## src/rtl/sprite_pkg.sv

```systemverilog
`default_nettype none
// ============================================================================
// Module      : sprite_pkg
// Description : Shared definitions for sprite renderers: the FSM state
//               encoding and a helper that derives the drawn pixel count.
//               Kept separate so later multi-sprite blocks reuse one encoding.
// Revision    : 1.0 - initial release
// ============================================================================
package sprite_pkg;

    localparam int SPRITE_STATE_W = 3;

    typedef enum logic [SPRITE_STATE_W-1:0] {
        IDLE        = 3'd0,
        WAIT_LOAD   = 3'd1,
        FETCH_SETUP = 3'd2,
        FETCH_LATCH = 3'd3,
        WAIT_HSTART = 3'd4,
        DRAW        = 3'd5
    } sprite_state_t;

    // Pixels drawn per scanline: the ROM row alone, or the row followed by
    // its mirror image.
    function automatic int sprite_pw(input int w, input int mirror);
        return (mirror != 0) ? 2 * w : w;
    endfunction

endpackage : sprite_pkg
`default_nettype wire

```

## src/rtl/sprite_pixel_sel.sv

```systemverilog
`default_nettype none
// ============================================================================
// Module      : sprite_pixel_sel
// Description : Combinational pixel selector. Maps the horizontal pixel
//               counter to a bit of the latched ROM row, applying the
//               horizontal flip and, when MIRROR is set, the mirrored half.
// Ports       : i_row     - latched ROM row (bit 0 is pixel 0)
//               i_xcount  - pixel counter within the scanline
//               i_hflip_l - latched horizontal flip
//               o_pix     - selected pixel value
// Revision    : 1.0 - initial release
// ============================================================================
module sprite_pixel_sel
    import sprite_pkg::*;
#(
    parameter int W      = 8,
    parameter int MIRROR = 1
) (
    input  logic [W-1:0]                            i_row,
    input  logic [$clog2(sprite_pw(W, MIRROR))-1:0] i_xcount,
    input  logic                                    i_hflip_l,
    output logic                                    o_pix
);
    localparam int PW = sprite_pw(W, MIRROR);
    localparam int XW = $clog2(PW);
    localparam logic [XW-1:0] c_PW_LAST = XW'(PW - 1);

    logic [XW-1:0] w_q;

    // The index loop avoids a variable part-select whose index would be
    // wider than the row; q is always below PW, so exactly one arm matches.
    always_comb begin
        w_q   = i_hflip_l ? (c_PW_LAST - i_xcount) : i_xcount;
        o_pix = 1'b0;
        for (int i = 0; i < W; i++) begin
            if (w_q == XW'(i)) begin
                o_pix = i_row[i];
            end
            if ((MIRROR != 0) && (w_q == XW'(2 * W - 1 - i))) begin
                o_pix = i_row[i];
            end
        end
    end

endmodule : sprite_pixel_sel
`default_nettype wire

```

## src/rtl/sprite_renderer_param.sv

```systemverilog
`default_nettype none
// ============================================================================
// Module      : sprite_renderer_param
// Description : Single-sprite scanline renderer. Armed by vstart, it fetches
//               one ROM row per load, waits for hstart and shifts the row
//               out as pixels (optionally mirrored, flipped and stretched).
// Ports       : clk, reset     - clock, synchronous active-high reset
//               vstart         - arm sprite at the top border
//               load           - row fetch permitted
//               hstart         - begin drawing the fetched row
//               hflip, vflip   - flips, captured when vstart is accepted
//               rom_addr       - ROM row address (registered)
//               rom_bits       - ROM row data, valid one clock after rom_addr
//               gfx            - registered pixel output
//               in_progress    - FSM is not idle
//               done           - one-clock pulse after the final pixel
// Revision    : 1.0 - initial release
// ============================================================================
module sprite_renderer_param
    import sprite_pkg::*;
#(
    parameter int W      = 8,
    parameter int H      = 16,
    parameter int MIRROR = 1,
    parameter int XSCALE = 1
) (
    input  logic                 clk,
    input  logic                 reset,
    input  logic                 vstart,
    input  logic                 load,
    input  logic                 hstart,
    input  logic                 hflip,
    input  logic                 vflip,
    output logic [$clog2(H)-1:0] rom_addr,
    input  logic [W-1:0]         rom_bits,
    output logic                 gfx,
    output logic                 in_progress,
    output logic                 done
);
    localparam int AW = $clog2(H);
    localparam int PW = sprite_pw(W, MIRROR);
    localparam int XW = $clog2(PW);
    localparam int SW = $clog2(XSCALE) + 1;

    localparam logic [AW-1:0] c_H_LAST  = AW'(H - 1);
    localparam logic [XW-1:0] c_PW_LAST = XW'(PW - 1);
    localparam logic [SW-1:0] c_XS_LAST = SW'(XSCALE - 1);

    sprite_state_t r_state, w_state;
    logic          r_gfx, w_gfx;
    logic          r_done, w_done;
    logic [AW-1:0] r_rom_addr, w_rom_addr;
    logic [AW-1:0] r_ycount, w_ycount;
    logic [XW-1:0] r_xcount, w_xcount;
    logic [SW-1:0] r_subcount, w_subcount;
    logic          r_hflip_l, w_hflip_l;
    logic          r_vflip_l, w_vflip_l;
    logic [W-1:0]  r_row, w_row;
    logic          w_pix;

    sprite_pixel_sel #(
        .W      (W),
        .MIRROR (MIRROR)
    ) u_pixel_sel (
        .i_row     (r_row),
        .i_xcount  (r_xcount),
        .i_hflip_l (r_hflip_l),
        .o_pix     (w_pix)
    );

    always_ff @(posedge clk) begin
        if (reset) begin
            r_state    <= IDLE;
            r_gfx      <= 1'b0;
            r_done     <= 1'b0;
            r_rom_addr <= '0;
            r_ycount   <= '0;
            r_xcount   <= '0;
            r_subcount <= '0;
            r_hflip_l  <= 1'b0;
            r_vflip_l  <= 1'b0;
            r_row      <= '0;
        end else begin
            r_state    <= w_state;
            r_gfx      <= w_gfx;
            r_done     <= w_done;
            r_rom_addr <= w_rom_addr;
            r_ycount   <= w_ycount;
            r_xcount   <= w_xcount;
            r_subcount <= w_subcount;
            r_hflip_l  <= w_hflip_l;
            r_vflip_l  <= w_vflip_l;
            r_row      <= w_row;
        end
    end

    // gfx and done default low so every state other than DRAW blanks the
    // pixel on its first clock, and done is a single-clock pulse.
    always_comb begin
        w_state    = r_state;
        w_gfx      = 1'b0;
        w_done     = 1'b0;
        w_rom_addr = r_rom_addr;
        w_ycount   = r_ycount;
        w_xcount   = r_xcount;
        w_subcount = r_subcount;
        w_hflip_l  = r_hflip_l;
        w_vflip_l  = r_vflip_l;
        w_row      = r_row;

        case (r_state)
            IDLE: begin
                w_ycount = '0;
                if (vstart) begin
                    w_hflip_l = hflip;
                    w_vflip_l = vflip;
                    w_state   = WAIT_LOAD;
                end
            end
            WAIT_LOAD: begin
                w_xcount   = '0;
                w_subcount = '0;
                if (load) begin
                    w_state = FETCH_SETUP;
                end
            end
            FETCH_SETUP: begin
                w_rom_addr = r_vflip_l ? (c_H_LAST - r_ycount) : r_ycount;
                w_state    = FETCH_LATCH;
            end
            FETCH_LATCH: begin
                w_row   = rom_bits;
                w_state = WAIT_HSTART;
            end
            WAIT_HSTART: begin
                if (hstart) begin
                    w_state = DRAW;
                end
            end
            DRAW: begin
                w_gfx = w_pix;
                if (r_subcount == c_XS_LAST) begin
                    w_subcount = '0;
                    if (r_xcount == c_PW_LAST) begin
                        // End of scanline; counters are cleared rather
                        // than allowed to roll over.
                        w_xcount = '0;
                        if (r_ycount == c_H_LAST) begin
                            w_ycount = '0;
                            w_done   = 1'b1;
                            w_state  = IDLE;
                        end else begin
                            w_ycount = r_ycount + AW'(1);
                            w_state  = WAIT_LOAD;
                        end
                    end else begin
                        w_xcount = r_xcount + XW'(1);
                    end
                end else begin
                    w_subcount = r_subcount + SW'(1);
                end
            end
            default: begin
                w_state = IDLE;
            end
        endcase
    end

    assign rom_addr    = r_rom_addr;
    assign gfx         = r_gfx;
    assign done        = r_done;
    assign in_progress = (r_state != IDLE);

endmodule : sprite_renderer_param
`default_nettype wire

```

## config.mk

```make
export PLATFORM = sky130hd
export DESIGN_NAME = sprite_renderer_param
export DESIGN_NICKNAME = d
export VERILOG_FILES = /design/src/rtl/sprite_pkg.sv /design/src/rtl/sprite_pixel_sel.sv /design/src/rtl/sprite_renderer_param.sv
export SDC_FILE = /design/constraint.sdc
export NUM_CORES = 1
export LEC_CHECK = 0
export ABC_AREA = 1
export CAP_MARGIN = 20
export CORE_UTILIZATION = 57
export DETAILED_ROUTE_END_ITERATION = 12
export GPL_TIMING_DRIVEN = 0
export HOLD_SLACK_MARGIN = 0.03
export PLACE_DENSITY = 0.83
export RECOVER_POWER = 50
export SLEW_MARGIN = 20
export SYNTH_ARGS = -nofsm -noshare
export SYNTH_HDL_FRONTEND = slang
export SYNTH_SLANG_ARGS = --single-unit
export TNS_END_PERCENT = 5
```

## constraint.sdc

```tcl
create_clock -name clk -period 2.79 [get_ports clk]
set_input_delay 0.279 -clock clk [delete_from_list [all_inputs] [get_ports clk]]
set_output_delay 0.279 -clock clk [all_outputs]
set_load 0.005 [all_outputs]
```

### Yosys cells after proc, flatten, opt, wreduce, memory -nomap -nowiden

Cells that the tools add are included.

| word-level totals | value |
|---|---|
| memories kept | 0 |
| output and inout port bits | 7 |
| RAM bits | 0 |
| input bits | 15 |
| latch bits | 0 |
| ROM bits | 0 |
| logic and storage cells | 90 |
| register bits after elaboration | 28 |

| cells by class | value |
|---|---|
| add/subtract/negate cells | 5 |
| bitwise operators | 2 |
| $mul | 0 |
| reductions and logical operators | 11 |
| magnitude comparators | 0 |
| equality and inequality tests | 27 |
| multiplexer cells | 35 |
| shift operators | 0 |
| divide/modulo/power cells | 0 |

Operator list:

| cell | number |
|---|---|
| 4-bit equality test (second input constant) | 10 |
| 4-bit 2-to-1 mux | 7 |
| 1-bit 2-to-1 mux | 19 |
| 3-bit one-hot mux with 6 select lines | 1 |
| 4-bit by 3-bit equality test with 1-bit output (second input constant) | 4 |
| 4-bit one-hot mux with 2 select lines | 2 |
| 3-bit 2-to-1 mux | 5 |
| 2-bit inequality test (second input constant) | 5 |
| 4-bit by 1-bit adder with 4-bit output (second input constant) | 2 |
| 4-bit by 2-bit equality test with 1-bit output (second input constant) | 2 |
| 4-bit subtractor (first input constant) | 2 |
| 3-bit by 2-bit equality test with 1-bit output (second input constant) | 2 |
| 3-bit equality test (second input constant) | 2 |
| 5-bit AND reduction | 1 |
| 4-bit by 1-bit equality test with 1-bit output (second input constant) | 1 |
| 4-bit zero test | 1 |
| 2-bit AND reduction | 2 |
| 2-bit nonzero test | 2 |
| 4-bit OR reduction | 1 |
| 3-bit by 1-bit equality test with 1-bit output (second input constant) | 1 |
| 3-bit zero test | 1 |
| 3-bit AND reduction | 1 |
| 3-bit nonzero test | 1 |
| 1-bit inverter | 2 |
| other kinds (3) | 3 |

### Logic depth before layout (Yosys ltp)

| depth | value |
|---|---|
| word-level depth | 19 |
| mapped depth | 15 |
| depth with buffers taken out | 14 |

### Modules after synthesis

Synthesis repeated with hierarchy kept, for this count alone.

| second synthesis, totals | value |
|---|---|
| cells, all modules | 252 |
| area total of the unflattened synthesis | 1,687.9 sq um |

By module, submodules not included:

| module | instances | area an instance (sq um) | cells each |
|---|---|---|---|
| sprite_renderer_param | 1 | 1,298.7 | 177 |
| sprite_pixel_sel | 1 | 389.1 | 75 |

### Worst setup path before layout

No wires, ideal clock.

| timing path | value |
|---|---|
| path kind | reg-to-reg |
| from | reg r_hflip_l |
| to | reg r_gfx, in the netlist gfx |
| data arrival time | 1.283 ns |
| cell stages (with the launch flop) | 15 |
| buffers on the path | 1 |
| clock period less this slack | 1.397 ns |
| path slack | 1.393 ns |
| cell sequence | dfxtp_1 > buf_6 > inv_8 > nand2_1 > nand2_2 > nand2_1 > nor2_1 > nor2_1 > or2_0 > nand2_1 > nand2_1 > nand2_1 > nand2_1 > nand2_1 > a21oi_2 |

| between the ends | value |
|---|---|
| longest elaborated chain between the ends | 18 |

Ends and longest elaborated chain:

| item | line | text |
|---|---|---|
| start: declaration | sprite_renderer_param.sv:56 | `logic r_hflip_l, w_hflip_l;` |
| start signal: assignment | sprite_renderer_param.sv:91 | `r_hflip_l <= w_hflip_l;` |
| 4-bit 2-to-1 mux * | sprite_pixel_sel.sv:33 | `w_q = i_hflip_l ? (c_PW_LAST - i_xcount) : i_xcount;` |
| 4-bit zero test | sprite_pixel_sel.sv:36 | `if (w_q == XW'(i)) begin` |
| 1-bit 2-to-1 mux | sprite_pixel_sel.sv:36 |  |
| 1-bit 2-to-1 mux | sprite_pixel_sel.sv:39 | `if ((MIRROR != 0) && (w_q == XW'(2 * W - 1 - i))) begin` |
| 1-bit 2-to-1 mux | sprite_pixel_sel.sv:36 |  |
| 1-bit 2-to-1 mux | sprite_pixel_sel.sv:39 |  |
| 1-bit 2-to-1 mux | sprite_pixel_sel.sv:36 |  |
| 1-bit 2-to-1 mux | sprite_pixel_sel.sv:39 |  |
| (+2 left out) | n/a |  |
| 1-bit 2-to-1 mux | sprite_pixel_sel.sv:36 |  |
| 1-bit 2-to-1 mux | sprite_pixel_sel.sv:39 |  |
| 1-bit 2-to-1 mux | sprite_pixel_sel.sv:36 |  |
| 1-bit 2-to-1 mux | sprite_pixel_sel.sv:39 |  |
| 1-bit 2-to-1 mux | sprite_pixel_sel.sv:36 |  |
| 1-bit 2-to-1 mux | sprite_pixel_sel.sv:39 |  |
| 1-bit 2-to-1 mux | sprite_pixel_sel.sv:36 |  |
| 1-bit 2-to-1 mux * | sprite_pixel_sel.sv:39 |  |
| end signal: assignment | sprite_renderer_param.sv:85 | `r_gfx <= w_gfx;` |
| end: declaration | sprite_renderer_param.sv:50 | `logic r_gfx, w_gfx;` |

Mark *: on every way between the ends. The rest lies on a longest branch, timed or not.
A chain may end at the register's enable or synchronous reset.

### Worst setup path in the final report

| timing path | value |
|---|---|
| from | reg r_state[0] |
| to | reg r_ycount[3] |

| between the ends | value |
|---|---|
| longest elaborated chain between the ends | 3 |

Ends and longest elaborated chain:

| item | line | text |
|---|---|---|
| start: declaration | sprite_renderer_param.sv:49 | `sprite_state_t r_state, w_state;` |
| start signal: assignment | sprite_renderer_param.sv:84 | `r_state <= w_state;` |
| 3-bit equality test or 3-bit zero test (tied branches) | sprite_renderer_param.sv:111 | `case (r_state)` |
| 2-bit inequality test (no source line) or 2-bit nonzero test (tied branches) | n/a |  |
| 3-bit AND reduction (no source line) | n/a |  |
| end signal: assignment | sprite_renderer_param.sv:88 | `r_ycount <= w_ycount;` |
| end: declaration | sprite_renderer_param.sv:53 | `logic [AW-1:0] r_ycount, w_ycount;` |

Several ways; a longest one is shown, not always the timed one.

==> run summary <==
The run finished with clean final reports. The required time at the worst-slack endpoint is 3020 ps. The total CTS buffers came out at 3. The post-CTS repair timing setup buffer count is 0. For the final routed database, the setup TNS stands at 0 ps. The final routed DRC violation total came out at 0.

From bottom edge to top edge, the die measures around 54 um. In this run the count of I/O pins placed on the die edge is 22. The number of cells on the worst reg-to-reg path came out at 9. The post-route netlist has around an eighth of its cells at a drive strength greater than 1.

STA classifies the critical path endpoint as a flip-flop. For this design the static power due to leakage is between 0.7 and 0.8 nW. The path with the worst hold slack has its endpoint at rom_addr[0]. The worst hold path was traced through 2 stages. The startpoint type of the worst setup path is a flip-flop.

Counting along the longest clock path gives a buffer depth of 2. Yosys mapped the design onto 32 distinct sky130hd cell types. The clock edge transition at the registers on the reported setup and hold paths came out at around 140 ps. The routed via count is ~1,500. The count of final max-slew check failures is 0. The setup slack at placement is ~1200 ps. Headroom to the max-slew limit came out at 68.5%. The worst-case vdd ir drop came out at between 0.5 and 0.6 mV.

The data arrival at the endpoint of the critical path is approximately 2200 ps. The post-placement cell area is between 0.0015 and 0.002 sq mm. The number of antenna diodes in the final layout is 0. The layout has 232 filler cells. After detailed routing, the average wire length per cell comes to approximately 12 um. The congestion estimate from routability-driven global placement came to ~0.9. In the final design database the tool counted between 200 and 300 nets. The starting utilization of the core area came out at between 60% and 70%. The number of DRC markers in iteration 0 came out at 29. The final count of negative-setup-slack endpoints is 0. The capture instance of the worst register-to-register path is r_ycount[3].

The overall overflow remaining after global route is 0. The number of warnings printed during yosys synthesis is 0. The number of nets with antenna violations after detailed routing is 0.

The total number of placement rows came out at 18. The total core area is roughly 0.0025 sq mm. The worst setup slack after layout is ~850 ps. The count of mapped cells out of synthesis came out at 225. The number of max-cap violations came out at 0. Compared with the post-synthesis result, the final layout area differs by 16.4%. Post-CTS repair changed the size of 0 cells. By area the synthesized netlist is led by sky130_fd_sc_hd__dfxtp_1 35%, sky130_fd_sc_hd__nand2_1 14%, sky130_fd_sc_hd__nor2_1 7.1%. Summed over all instances, the cell type with the most area after synthesis is sky130_fd_sc_hd__dfxtp_1.

Setup repair after global routing left no endpoint under its margin. The later pin in the worst-skew pair is clocked with a latency of approximately 320 ps. The critical path goes through inv_1 > nor2_1 > inv_1 > nor2_1 > nand2_1 > nand2_1 > inv_1 > o21ai_1 > nor3_1. The synthesized design contains 27 register bits. Entering global routing, the biggest net connects 15 pins. The maximum achievable frequency came out at between 0.5 and 0.6 GHz. On the critical path the largest part of the delay comes from simple AND/OR/NAND/NOR gates. The worst hold path belongs to the class primary input to flip-flop. Clock tree synthesis found a total of 27 sinks. The number of hold-repair buffers added at the cts stage came out at 0. The worst path needs just under 2000 ps of the cycle, external delays included.

The setup check on the worst reg-to-reg path leaves a slack of between 800 and 900 ps. The total global-route track usage is between 20% and 30%. The critical path in this run is classified as flip-flop to flip-flop. The largest driver fanout on the critical path came out at 7.

At the pin with the least slew margin, the transition time is 471 ps. The most prevalent standard cell on the critical path is sky130_fd_sc_hd__inv_1. TritonCTS built the clock tree. The final cell area excluding filler cells is 0.00178 sq mm. The combined buffer and inverter count along the critical path is 3. The critical path's largest stage delay came out at just under 400 ps. The startpoint of the most critical register-to-register path is r_state[0]. The number of nets handed over by synthesis was between 200 and 250. The worst hold path begins at reset.

The total half-perimeter wirelength after legalization and detailed placement is about 2500 um. The CTS H-tree depth came out at 1. The die covers 0.00290 sq mm. The worst clock skew is 1.39 ps.

The final count of hold timing violations came out at 0. The wire length of the first global-routing pass is around 5200 um. The average cell area after synthesis is between 6 and 7 sq um. For this design the ratio of total power to cell area is 727 mW/mm^2. Input and output buffers added on the ports amount to 20. CTS placed an instance of sky130_fd_sc_hd__clkbuf_4 at the clock tree root. The cell type of the slowest stage on the worst timing path is sky130_fd_sc_hd__dfxtp_1.

The detailed-routing iteration count for the pre-antenna-repair pass came out at 4. The portion of synthesized cell area occupied by the leading cell type came out at between 30% and 40%. The final critical-path share of the clock period came out at roughly 69%. The number of global-route vias before repair is about 1,200. The horizontal die dimension is 53.8 um. The synthesized netlist occupies a cell area of roughly 0.0015 sq mm. The routed via count divided by cell count is ~5.3. The sequential cell area fraction in the yosys report came out at 35.3%. The post-detailed-routing wire length came out at roughly 3200 um.

The number of antenna violations at the first check in global routing came out at 0.
==> stage by stage <==
stage | cells | util, % | hold slack, ps | total power, mW
after floorplan | 225 | - | 414 | 0.988
after global placement | 275 | 70.7 | 443 | 1.14
after detailed placement | 275 | 70.7 | 449 | 1.15
after CTS | 279 | 71.8 | 361 | 1.31
after global routing | 279 | 71.3 | 365 | 1.41
final | 279 | 71.3 | 352 | 1.30
==> worst max-delay path by stage <==
stage           startpoint          end  slack (ps)  cells past startpoint
6_report        r_state[0]  r_ycount[3]         850                      9
5_1_grt         r_state[0]  r_ycount[3]         690                      9
4_1_cts         r_state[1]  in_progress         950                      5
3_5_place_dp   r_xcount[1]  r_ycount[3]        1170                      8
3_3_place_gp   r_xcount[1]  r_ycount[3]        1190                      8
2_1_floorplan    r_hflip_l          gfx        1390                     14
==> layout make-up <==
type	count	area, sq um	share of cell area, %
Inverter	24	97.6	5.48
Multi-Input combinational cell	170	857	48.1
Tap cell	30	37.5	2.11
Clock buffer	4	26.3	1.47
Timing Repair Buffer	20	200	11.2
Buffer	4	22.5	1.26
Sequential cell	27	541	30.3
==> state kept, by name, summed over array words and instances (netlist names) <==
| name | count |
|---|---|
| done | 1 |
| r_hflip_l | 1 |
| gfx | 1 |
| r_row | 8 |
| r_xcount | 4 |
| rom_addr | 4 |
| r_vflip_l | 1 |
| r_ycount | 4 |
| r_state | 3 |
==> Yosys cell counts <==
library cell / number
sky130_fd_sc_hd__nand2_1: 56
sky130_fd_sc_hd__nor2_1: 29
sky130_fd_sc_hd__dfxtp_1: 27
sky130_fd_sc_hd__a21oi_1: 17
sky130_fd_sc_hd__inv_1: 16
sky130_fd_sc_hd__o21ai_0: 12
sky130_fd_sc_hd__nand2_2: 10
sky130_fd_sc_hd__nor2_2: 8
sky130_fd_sc_hd__inv_2: 7
sky130_fd_sc_hd__nand3_1: 4
sky130_fd_sc_hd__o21ai_1: 4
sky130_fd_sc_hd__a22o_1: 3
sky130_fd_sc_hd__a31oi_1: 3
sky130_fd_sc_hd__clkbuf_1: 3
sky130_fd_sc_hd__o21bai_1: 3
sky130_fd_sc_hd__ha_1: 2
sky130_fd_sc_hd__nand2_4: 2
sky130_fd_sc_hd__nand4_1: 2
sky130_fd_sc_hd__nor3_2: 2
sky130_fd_sc_hd__nor4_1: 2
sky130_fd_sc_hd__o22ai_1: 2
sky130_fd_sc_hd__a211oi_1: 1
sky130_fd_sc_hd__a21oi_2: 1
sky130_fd_sc_hd__a221oi_1: 1
sky130_fd_sc_hd__buf_6: 1
sky130_fd_sc_hd__inv_8: 1
sky130_fd_sc_hd__nor2_4: 1
sky130_fd_sc_hd__nor3_1: 1
sky130_fd_sc_hd__nor3_4: 1
sky130_fd_sc_hd__o31ai_1: 1
sky130_fd_sc_hd__or2_0: 1
sky130_fd_sc_hd__xor2_1: 1
==> placed cells by master, fill, tap and decap left out, types with 3 or more instances in the layout <==
master	count
sky130_fd_sc_hd__a21oi_1	17
sky130_fd_sc_hd__dfxtp_1	27
sky130_fd_sc_hd__o21ai_1	4
sky130_fd_sc_hd__nor2_1	32
sky130_fd_sc_hd__clkbuf_1	4
sky130_fd_sc_hd__nand3_1	4
sky130_fd_sc_hd__inv_1	18
sky130_fd_sc_hd__clkdlybuf4s50_1	14
sky130_fd_sc_hd__o21ai_0	12
sky130_fd_sc_hd__nor2_2	6
sky130_fd_sc_hd__inv_2	5
sky130_fd_sc_hd__clkbuf_4	3
sky130_fd_sc_hd__a22o_1	3
sky130_fd_sc_hd__nand2_1	56
sky130_fd_sc_hd__a31oi_1	3
sky130_fd_sc_hd__nand2_2	10
sky130_fd_sc_hd__dlygate4sd3_1	6
sky130_fd_sc_hd__o21bai_1	3
==> kinds of logic after synthesis <==
family | share of synthesized area (%)
AOI/OAI and AO/OA | 18.2
DFF | 35.3
buffers and inverters | 7.85
adders and majority gates | 1.64
xor gates and xnor gates | 0.572
and+or+nand+nor | 36.5
==> layer usage <==
metal | global-route usage [%] | wire, um
met1 | 32.2 | 1540
met2 | 42.0 | 1530
met3 | 3.67 | 106
met4 | 10.5 | 69
met5 | 0 | 0
==> power by group <==
part / switching (mW) / internal, mW
sequential: 0.0520 / 0.452
combinational: 0.391 / 0.232
clock: 0.113 / 0.0561
total: 0.556 / 0.740
(Power assumes the default switching activity.)
